### config.mk
export PLATFORM = sky130hd
export DESIGN_NAME = bcm_inverse_scan
export DESIGN_NICKNAME = d
export VERILOG_FILES = /design/src/rtl/bcm_inverse_scan.sv
export SDC_FILE = /design/constraint.sdc
export NUM_CORES = 1
export LEC_CHECK = 0
export CAP_MARGIN = 0
export CORE_UTILIZATION = 50
export CTS_CLUSTER_SIZE = 10
export DETAILED_ROUTE_END_ITERATION = 8
export PLACE_DENSITY = 0.75
export SYNTH_ARGS = -nofsm -noshare
export SYNTH_HDL_FRONTEND = slang
export SYNTH_SLANG_ARGS = --single-unit
### constraint.sdc
create_clock -name clk -period 2.55 [get_ports clk]
set_clock_uncertainty 0.05 [all_clocks]
set_input_delay 0.255 -clock clk [delete_from_list [all_inputs] [get_ports clk]]
set_output_delay 0.255 -clock clk [all_outputs]
set_load 0.05 [all_outputs]
### src/rtl/bcm_inverse_scan.sv
// bcm_inverse_scan: enumerates every 3-bit symbol whose BCM code equals a
// requested 2-bit code. Symbols come out in ascending order on a
// valid/ready stream.
// Optional macro BCM_INV_FAST_EN: when it is defined, SCAN finds the next
// matching symbol in a single cycle. When it is undefined, SCAN tests one
// index per cycle. Both builds emit the same symbols in the same order.
module bcm_inverse_scan #(
    parameter int CNT_W = 4
) (
    input  logic             clk,
    input  logic             rst,
    input  logic             req_valid,
    output logic             req_ready,
    input  logic [1:0]       req_code,
    output logic             out_valid,
    input  logic             out_ready,
    output logic [2:0]       out_data,
    output logic             out_last,
    output logic             done,
    output logic [CNT_W-1:0] match_cnt
);

    typedef enum logic [1:0] {IDLE, SCAN, EMIT, DONE} state_t;

    state_t           state, state_n;
    logic [1:0]       code_r, code_n;
    logic [2:0]       idx, idx_n;
    logic [2:0]       data_n;
    logic [CNT_W-1:0] cnt_n;
    logic             hit;
    logic [2:0]       hit_idx;
    logic             scan_end;

    // Forward BCM map. It is many-to-one, which is the reason this block exists.
    function automatic logic [1:0] bcm_map(input logic [2:0] d);
        logic [1:0] o;
        case (d)
            3'd0:    o = 2'b01;
            3'd1:    o = 2'b11;
            3'd2:    o = 2'b00;
            3'd3:    o = 2'b10;
            3'd4:    o = 2'b01;
            3'd5:    o = 2'b10;
            3'd6:    o = 2'b11;
            default: o = 2'b01;
        endcase
        return o;
    endfunction

`ifdef BCM_INV_FAST_EN
    // Priority search over indices >= idx. The loop runs downward so the
    // lowest matching index is the last one assigned and therefore wins.
    // A miss always ends the scan.
    always_comb begin
        hit      = 1'b0;
        hit_idx  = idx;
        scan_end = 1'b1;
        for (int i = 7; i >= 0; i--) begin
            if (3'(i) >= idx && bcm_map(3'(i)) == code_r) begin
                hit     = 1'b1;
                hit_idx = 3'(i);
            end
        end
    end
`else
    // Test one index per cycle. The scan ends after index 7 has been tested.
    always_comb begin
        hit      = (bcm_map(idx) == code_r);
        hit_idx  = idx;
        scan_end = (idx == 3'd7);
    end
`endif

    // out_last is high when no symbol above the current one maps to the
    // captured code.
    always_comb begin
        out_last = (state == EMIT);
        for (int i = 0; i < 8; i++) begin
            if (3'(i) > out_data && bcm_map(3'(i)) == code_r)
                out_last = 1'b0;
        end
    end

    assign req_ready = (state == IDLE);
    assign out_valid = (state == EMIT);
    assign done      = (state == DONE);

    // Next-state and datapath update.
    always_comb begin
        state_n = state;
        code_n  = code_r;
        idx_n   = idx;
        data_n  = out_data;
        cnt_n   = match_cnt;
        case (state)
            IDLE: begin
                if (req_valid) begin
                    code_n  = req_code;
                    idx_n   = 3'd0;
                    cnt_n   = '0;
                    state_n = SCAN;
                end
            end
            SCAN: begin
                if (hit) begin
                    data_n  = hit_idx;
                    cnt_n   = match_cnt + {{(CNT_W-1){1'b0}}, 1'b1};
                    state_n = EMIT;
                end else if (scan_end) begin
                    state_n = DONE;
                end else begin
                    idx_n = idx + 3'd1;
                end
            end
            EMIT: begin
                // Stall here while out_ready is low. All registers hold.
                if (out_ready) begin
                    if (out_data == 3'd7) begin
                        state_n = DONE;
                    end else begin
                        idx_n   = out_data + 3'd1;
                        state_n = SCAN;
                    end
                end
            end
            default: state_n = IDLE;
        endcase
    end

    // State and datapath registers with synchronous reset.
    always_ff @(posedge clk) begin
        if (rst) begin
            state     <= IDLE;
            code_r    <= 2'b00;
            idx       <= 3'd0;
            out_data  <= 3'd0;
            match_cnt <= '0;
        end else begin
            state     <= state_n;
            code_r    <= code_n;
            idx       <= idx_n;
            out_data  <= data_n;
            match_cnt <= cnt_n;
        end
    end

endmodule

**Yosys cells after proc, flatten, opt, wreduce, memory -nomap -nowiden**

Cells that the tools add are included.

- Register bits: 14
- Output and inout port bits: 11
- Input bits: 6

- Eq/ne operators: 21
- $lt $le $gt $ge: 8
- Reductions and logical operators: 19
- Add/subtract/negate cells: 3
- Mux-type cells: 24

Operators with widths:

| kind | number |
|---|---|
| $mux W3 | 5 |
| $eq A3 B3 Y1 const B | 4 |
| $gt A3 B3 Y1 const A | 4 |
| $pmux W2 S3 | 2 |
| $mux W2 | 5 |
| $ne A2 B2 Y1 const B | 5 |
| $pmux W3 S3 | 1 |
| $logic_and A1 B1 Y1 | 8 |
| $mux W1 | 8 |
| $mux W4 | 2 |
| $pmux W4 S2 | 1 |
| $add A3 B1 Y3 const B | 2 |
| $eq A3 B2 Y1 const B | 2 |
| $gt A1 B3 Y1 const A | 2 |
| $gt A2 B3 Y1 const A | 2 |
| $reduce_and A3 Y1 | 2 |
| $reduce_and A6 Y1 | 1 |
| $add A4 B1 Y4 const B | 1 |
| $eq A2 B2 Y1 const A | 2 |
| $eq A2 B2 Y1 const B | 2 |
| $logic_not A2 Y1 | 2 |
| $reduce_and A2 Y1 | 2 |
| $reduce_or A2 Y1 | 2 |
| $eq A3 B1 Y1 const B | 1 |
| 7 further kinds | 7 |

**Logic depth before layout (Yosys ltp)**

- Depth in word-level cells: 10
- Mapped depth: 7
- Gate-level depth less buffers: 7

**Worst setup path before layout**

No wires, ideal clock.

- Kind: register to register
- From: reg state[0]
- To: reg idx[2], in the netlist hit_idx[2]
- Setup slack: 0.260 ns
- Stages on the path, launching flop included: 8
- Library setup time: 0.096 ns
- Arrival time: 2.144 ns
- Period minus slack after synthesis: 2.290 ns
- Buffers on the path: 1
- Required time: 2.404 ns
- Path through: dfxtp_1 inv_1 ha_1 clkbuf_1 mux2_2 ha_1 xor2_1 o41ai_2

- Longest elaborated chain between the ends: 3
- Elaborated cells on any way between the ends: 11

RTL lines:

| element | line | source |
|---|---|---|
| start: declaration | 25 | `state_t state, state_n;` |
| start signal: assignment | 139 | `state <= state_n;` |
| $eq A2 B2 Y1 * | - |  |
| named net out_valid | 15 | `output logic out_valid,` |
| $ne A2 B2 Y1 (no source line) (tied with other cells) | - |  |
| $reduce_and A6 Y1 (no source line) | - |  |
| end signal: assignment | 141 | `idx <= idx_n;` |
| end: declaration | 27 | `logic [2:0] idx, idx_n;` |

Mark *: on every way through the listed nets, which the timed path passes. The rest lies on a longest branch.
A chain may end at the register's enable or synchronous reset.

**Worst setup path in the final report**

- From: reg state[0]
- To: out out_last

- Longest elaborated chain between the ends: 9

RTL lines:

| element | line | source |
|---|---|---|
| $eq A2 B2 Y1 | 77 | `out_last = (state == EMIT);` |
| $mux W1 (8 in a row) | 79 | `if (3'(i) > out_data && bcm_map(3'(i)) == code_r)` |
| end: declaration | 18 | `output logic out_last,` |

No other way between the ends.

==> results.rst <==
.. list-table::
   :header-rows: 1

   * - Metric
     - Value
   * - Total number of placement rows
     - 16
   * - Final routed DRC violation total
     - 0
   * - Number of nets at the end of the flow
     - 140
   * - Master of the slowest instance on the critical path
     - clkdlybuf4s50_1
   * - Per-instance average area after synthesis
     - 9.42 µm²
   * - I/O pin count
     - 17
   * - Nets in the synthesized netlist
     - 124
   * - Gp weighted congestion
     - 0.777
   * - Data arrival time of the worst path
     - 2.09 ns
   * - Largest driver fanout on the critical path
     - 8
   * - Finished layout cell area
     - 0.00123 mm²
   * - Mux cell area share after synthesis
     - 7.06%
   * - Floorplan die area
     - 0.00228 mm²
   * - Startpoint-to-endpoint class of the critical path
     - reg -> out
   * - Area of the core
     - 0.00196 mm²
   * - GRT overflow
     - 0
   * - Share of synthesized flip-flops with an asynchronous set or reset
     - 0%
   * - Number of antenna violations at the first check in global routing
     - 0
   * - Standby leakage power
     - 0.431 nW
   * - Worst reg2reg path depth
     - 7
   * - Simple-gate share of the synthesized area
     - 17.2%
   * - Htree depth
     - 1
   * - Starting Density
     - 53.3%
   * - Peak supply drop
     - 586 µV
   * - Number of setup violations in the final report
     - 0
   * - Maximum clock insertion buffer count
     - 2
   * - Number of endpoints with negative hold slack in the final report
     - 0
   * - Setup repair after global routing missed its margin
     - false
   * - Synth Area in Compound Gates
     - 28.6%
   * - Crit share post-route
     - 94.1%
   * - Type of element launching the critical path
     - register
   * - 1st-iter DRT viols
     - 25
   * - Vias post-DR
     - 892
   * - Hold Slack
     - 0.476 ns
   * - Clock Latency Late Sink
     - 0.29 ns
   * - Count of unique library cells instantiated by Yosys
     - 42
   * - Worst Hold Depth
     - 3
   * - CP Capture Type
     - output port
   * - Area post-placement
     - 0.00120 mm²
   * - Post-route non-filler standard cell count
     - 153
   * - Dominant combinational cell family by area after synthesis
     - compound AO/OA/AOI/OAI gates
   * - Share of the core filled with cells in the final layout
     - 62.8%
   * - Power density of the placed cells
     - 839 mW/mm²
   * - Worst slew pin tran
     - 0.506 ns
   * - Crit. path cell count
     - 4
   * - Cell total after placement
     - 149
   * - Cell type contributing the most total cell area after synthesis
     - dfxtp_1
   * - Critical path's top delay family
     - buffers and inverters
   * - DR WL/cell
     - 13.8 µm
   * - Floorplan die width
     - 47.7 µm
   * - Wire length of the first global-routing pass
     - 3280 µm
   * - Total Negative Setup Slacks
     - 0 ns
   * - Post-Route WL
     - 2110 µm
   * - Highest clock frequency the design can meet
     - 417 MHz
   * - Rel. slew slack
     - 66.2%
   * - Clk pin slew, worst setup/hold paths
     - 0.08 ns
   * - Share of Yosys cell area claimed by the top area cell type
     - 26.8%
   * - Cell types occupying the most area after synthesis
     - dfxtp_1 (27%), ha_1 (8.4%), a211oi_4 (3.8%), mux2i_1 (3.8%), a21oi_1 (3.3%)
   * - CTS Sinks
     - 14
   * - Synth cell count leaders
     - dfxtp_1 (14), nand2_1 (9), nor2_1 (8)
   * - Stage delay of the slowest cell on the critical path
     - 0.80 ns
   * - Warnings, synthesis
     - 0
   * - Library cell used as clock root buffer
     - clkbuf_4
   * - Antenna diodes
     - 0
   * - Cell area after synthesis
     - 0.00105 mm²
   * - Detailed Place HPWL
     - 1620 µm
   * - Via count of the first global-routing pass
     - 738
   * - Time the final worst path needs with I/O delays and setup
     - 2.40 ns
   * - Leading register cell type out of synthesis
     - dfxtp_1
   * - DR pass1 iterations
     - 4
   * - Maxcap violations
     - 0
   * - Post-Synth XOR/XNOR Area
     - 4.90%
   * - Status
     - completed
   * - DRT antenna net count
     - 0
   * - Number of buffers inserted by port buffering
     - 16
   * - Die boundary height
     - 47.7 µm
   * - Adder-cell share of the synthesized area
     - 8.37%
   * - CTS tree
     - yes
   * - Critical path data required time
     - 2.25 ns
   * - Maximum number of pins on one net before global-route repair
     - 11
   * - Most used standard cell by instance count after synthesis
     - dfxtp_1
   * - Worst path cell trace
     - inv_1 -> ha_1 -> nor2b_1 -> clkdlybuf4s50_1
   * - Synthesized flop and latch total
     - 14
   * - Fraction of the yosys area taken by sequential cells
     - 26.8%
   * - Buffering stage count on the worst path with inverters included
     - 2
   * - Post-cts resize count
     - 0
   * - Global-route usage over all layers
     - 20.5%
   * - Classification of the worst-slack hold path
     - in -> reg
   * - CTS buffer count
     - 3
   * - Instance count of the mapped netlist
     - 111
   * - Total of hold buffers inserted after clock tree synthesis
     - 0
   * - Layout-stage area growth over the synthesis result
     - 17.8%
   * - Number of buffers inserted by post-CTS setup repair
     - 0
   * - Proportion of layout cells with a drive suffix above 1
     - 15.9%
   * - Number of enable flip-flop cells after synthesis
     - 0
   * - Number of pins exceeding their max-slew limit in the final report
     - 0
   * - DR vias/cell
     - 5.83
==> area by class of cell <==
| cell class | instances | area [µm²] |
|---|---|---|
| Tap cell | 27 | 33.8 |
| Inverter | 6 | 22.5 |
| Sequential cell | 14 | 280 |
| Fill cell | 174 | 729 |
| Timing Repair Buffer | 17 | 168 |
| Multi-Input combinational cell | 85 | 692 |
| Clock buffer | 4 | 36.3 |
==> placed cells by master (no fill, tap or decap), types with 2 or more instances in the layout <==
cell type and n:
a211oi_1 2, a211oi_2 2, a211oi_4 2, a21oi_1 7, a22oi_1 2, a311oi_1 2, clkbuf_4 3, clkdlybuf4s50_1 16
dfxtp_1 14, ha_1 7, inv_1 6, mux2_2 3, mux2i_1 4, nand2_1 9, nand3_1 2, nand4_1 2
nor2_1 8, nor2b_1 3, nor3_1 2, o211ai_1 3, o21ai_0 3, o41ai_1 3, xnor2_1 3
==> where the power goes <==
| group | switching, W | internal, W |
|---|---|---|
| Sequential | 0.0000675 | 0.000250 |
| Clock | 0.0000752 | 0.0000870 |
| Combinational | 0.000350 | 0.000206 |
| Total | 0.000493 | 0.000542 |
==> state kept, by name (all words and copies together), names as in the netlist <==
name and flops:
code_r 2, hit_idx 3, match_cnt 4, out_data 3, state 2
==> final timing paths <==
check	start	endpoint	slack, ns
setup / recovery	state[0]$_SDFFE_PP0P_	out_last	0.15
hold reg to reg	match_cnt[3]$_SDFFE_PP0P_	match_cnt[3]$_SDFFE_PP0P_	0.48
hold / removal	req_code[1]	code_r[1]$_SDFFE_PP0P_	0.48
setup reg to reg	state[0]$_SDFFE_PP0P_	hit_idx[2]$_SDFFE_PP0P_	0.27
==> metal layers <==
metal / share of wire [%] / wire length [µm] / GRT usage [%]
met1: 48 / 1020 / 28.5
met2: 46 / 976 / 31.1
met3: 4.7 / 99 / 3.40
met4: 1.1 / 23 / 8.89
met5: 0 / 0 / 0
==> cells by family (layout without fill, tap and decap cells) <==
group / after synthesis / count (layout)
XOR/XNOR: 5 / 5
buffers and inverters: 12 / 27
AO/OA/AOI/OAI: 33 / 33
AND/OR/NAND/NOR: 33 / 33
flip-flops: 14 / 14
multiplexers: 7 / 7
adder cells (fa/ha/maj): 7 / 7
==> per-stage QoR <==
| step | setup WS, ns | power, W |
|---|---|---|
| final | 0.150 | 0.00103 |
| after global placement | 0.431 | 0.000861 |
| after global routing | 0.0459 | 0.00110 |
| after floorplan | 0.260 | 0.000789 |
| after detailed placement | 0.316 | 0.000870 |
| after CTS | 0.147 | 0.00103 |
==> tightest hold or removal path: stages <==
cell             delay, ns
clkdlybuf4s50_1       0.39
nand3_1               0.06
a21oi_1               0.05
Power figures use the tool's default switching activity.
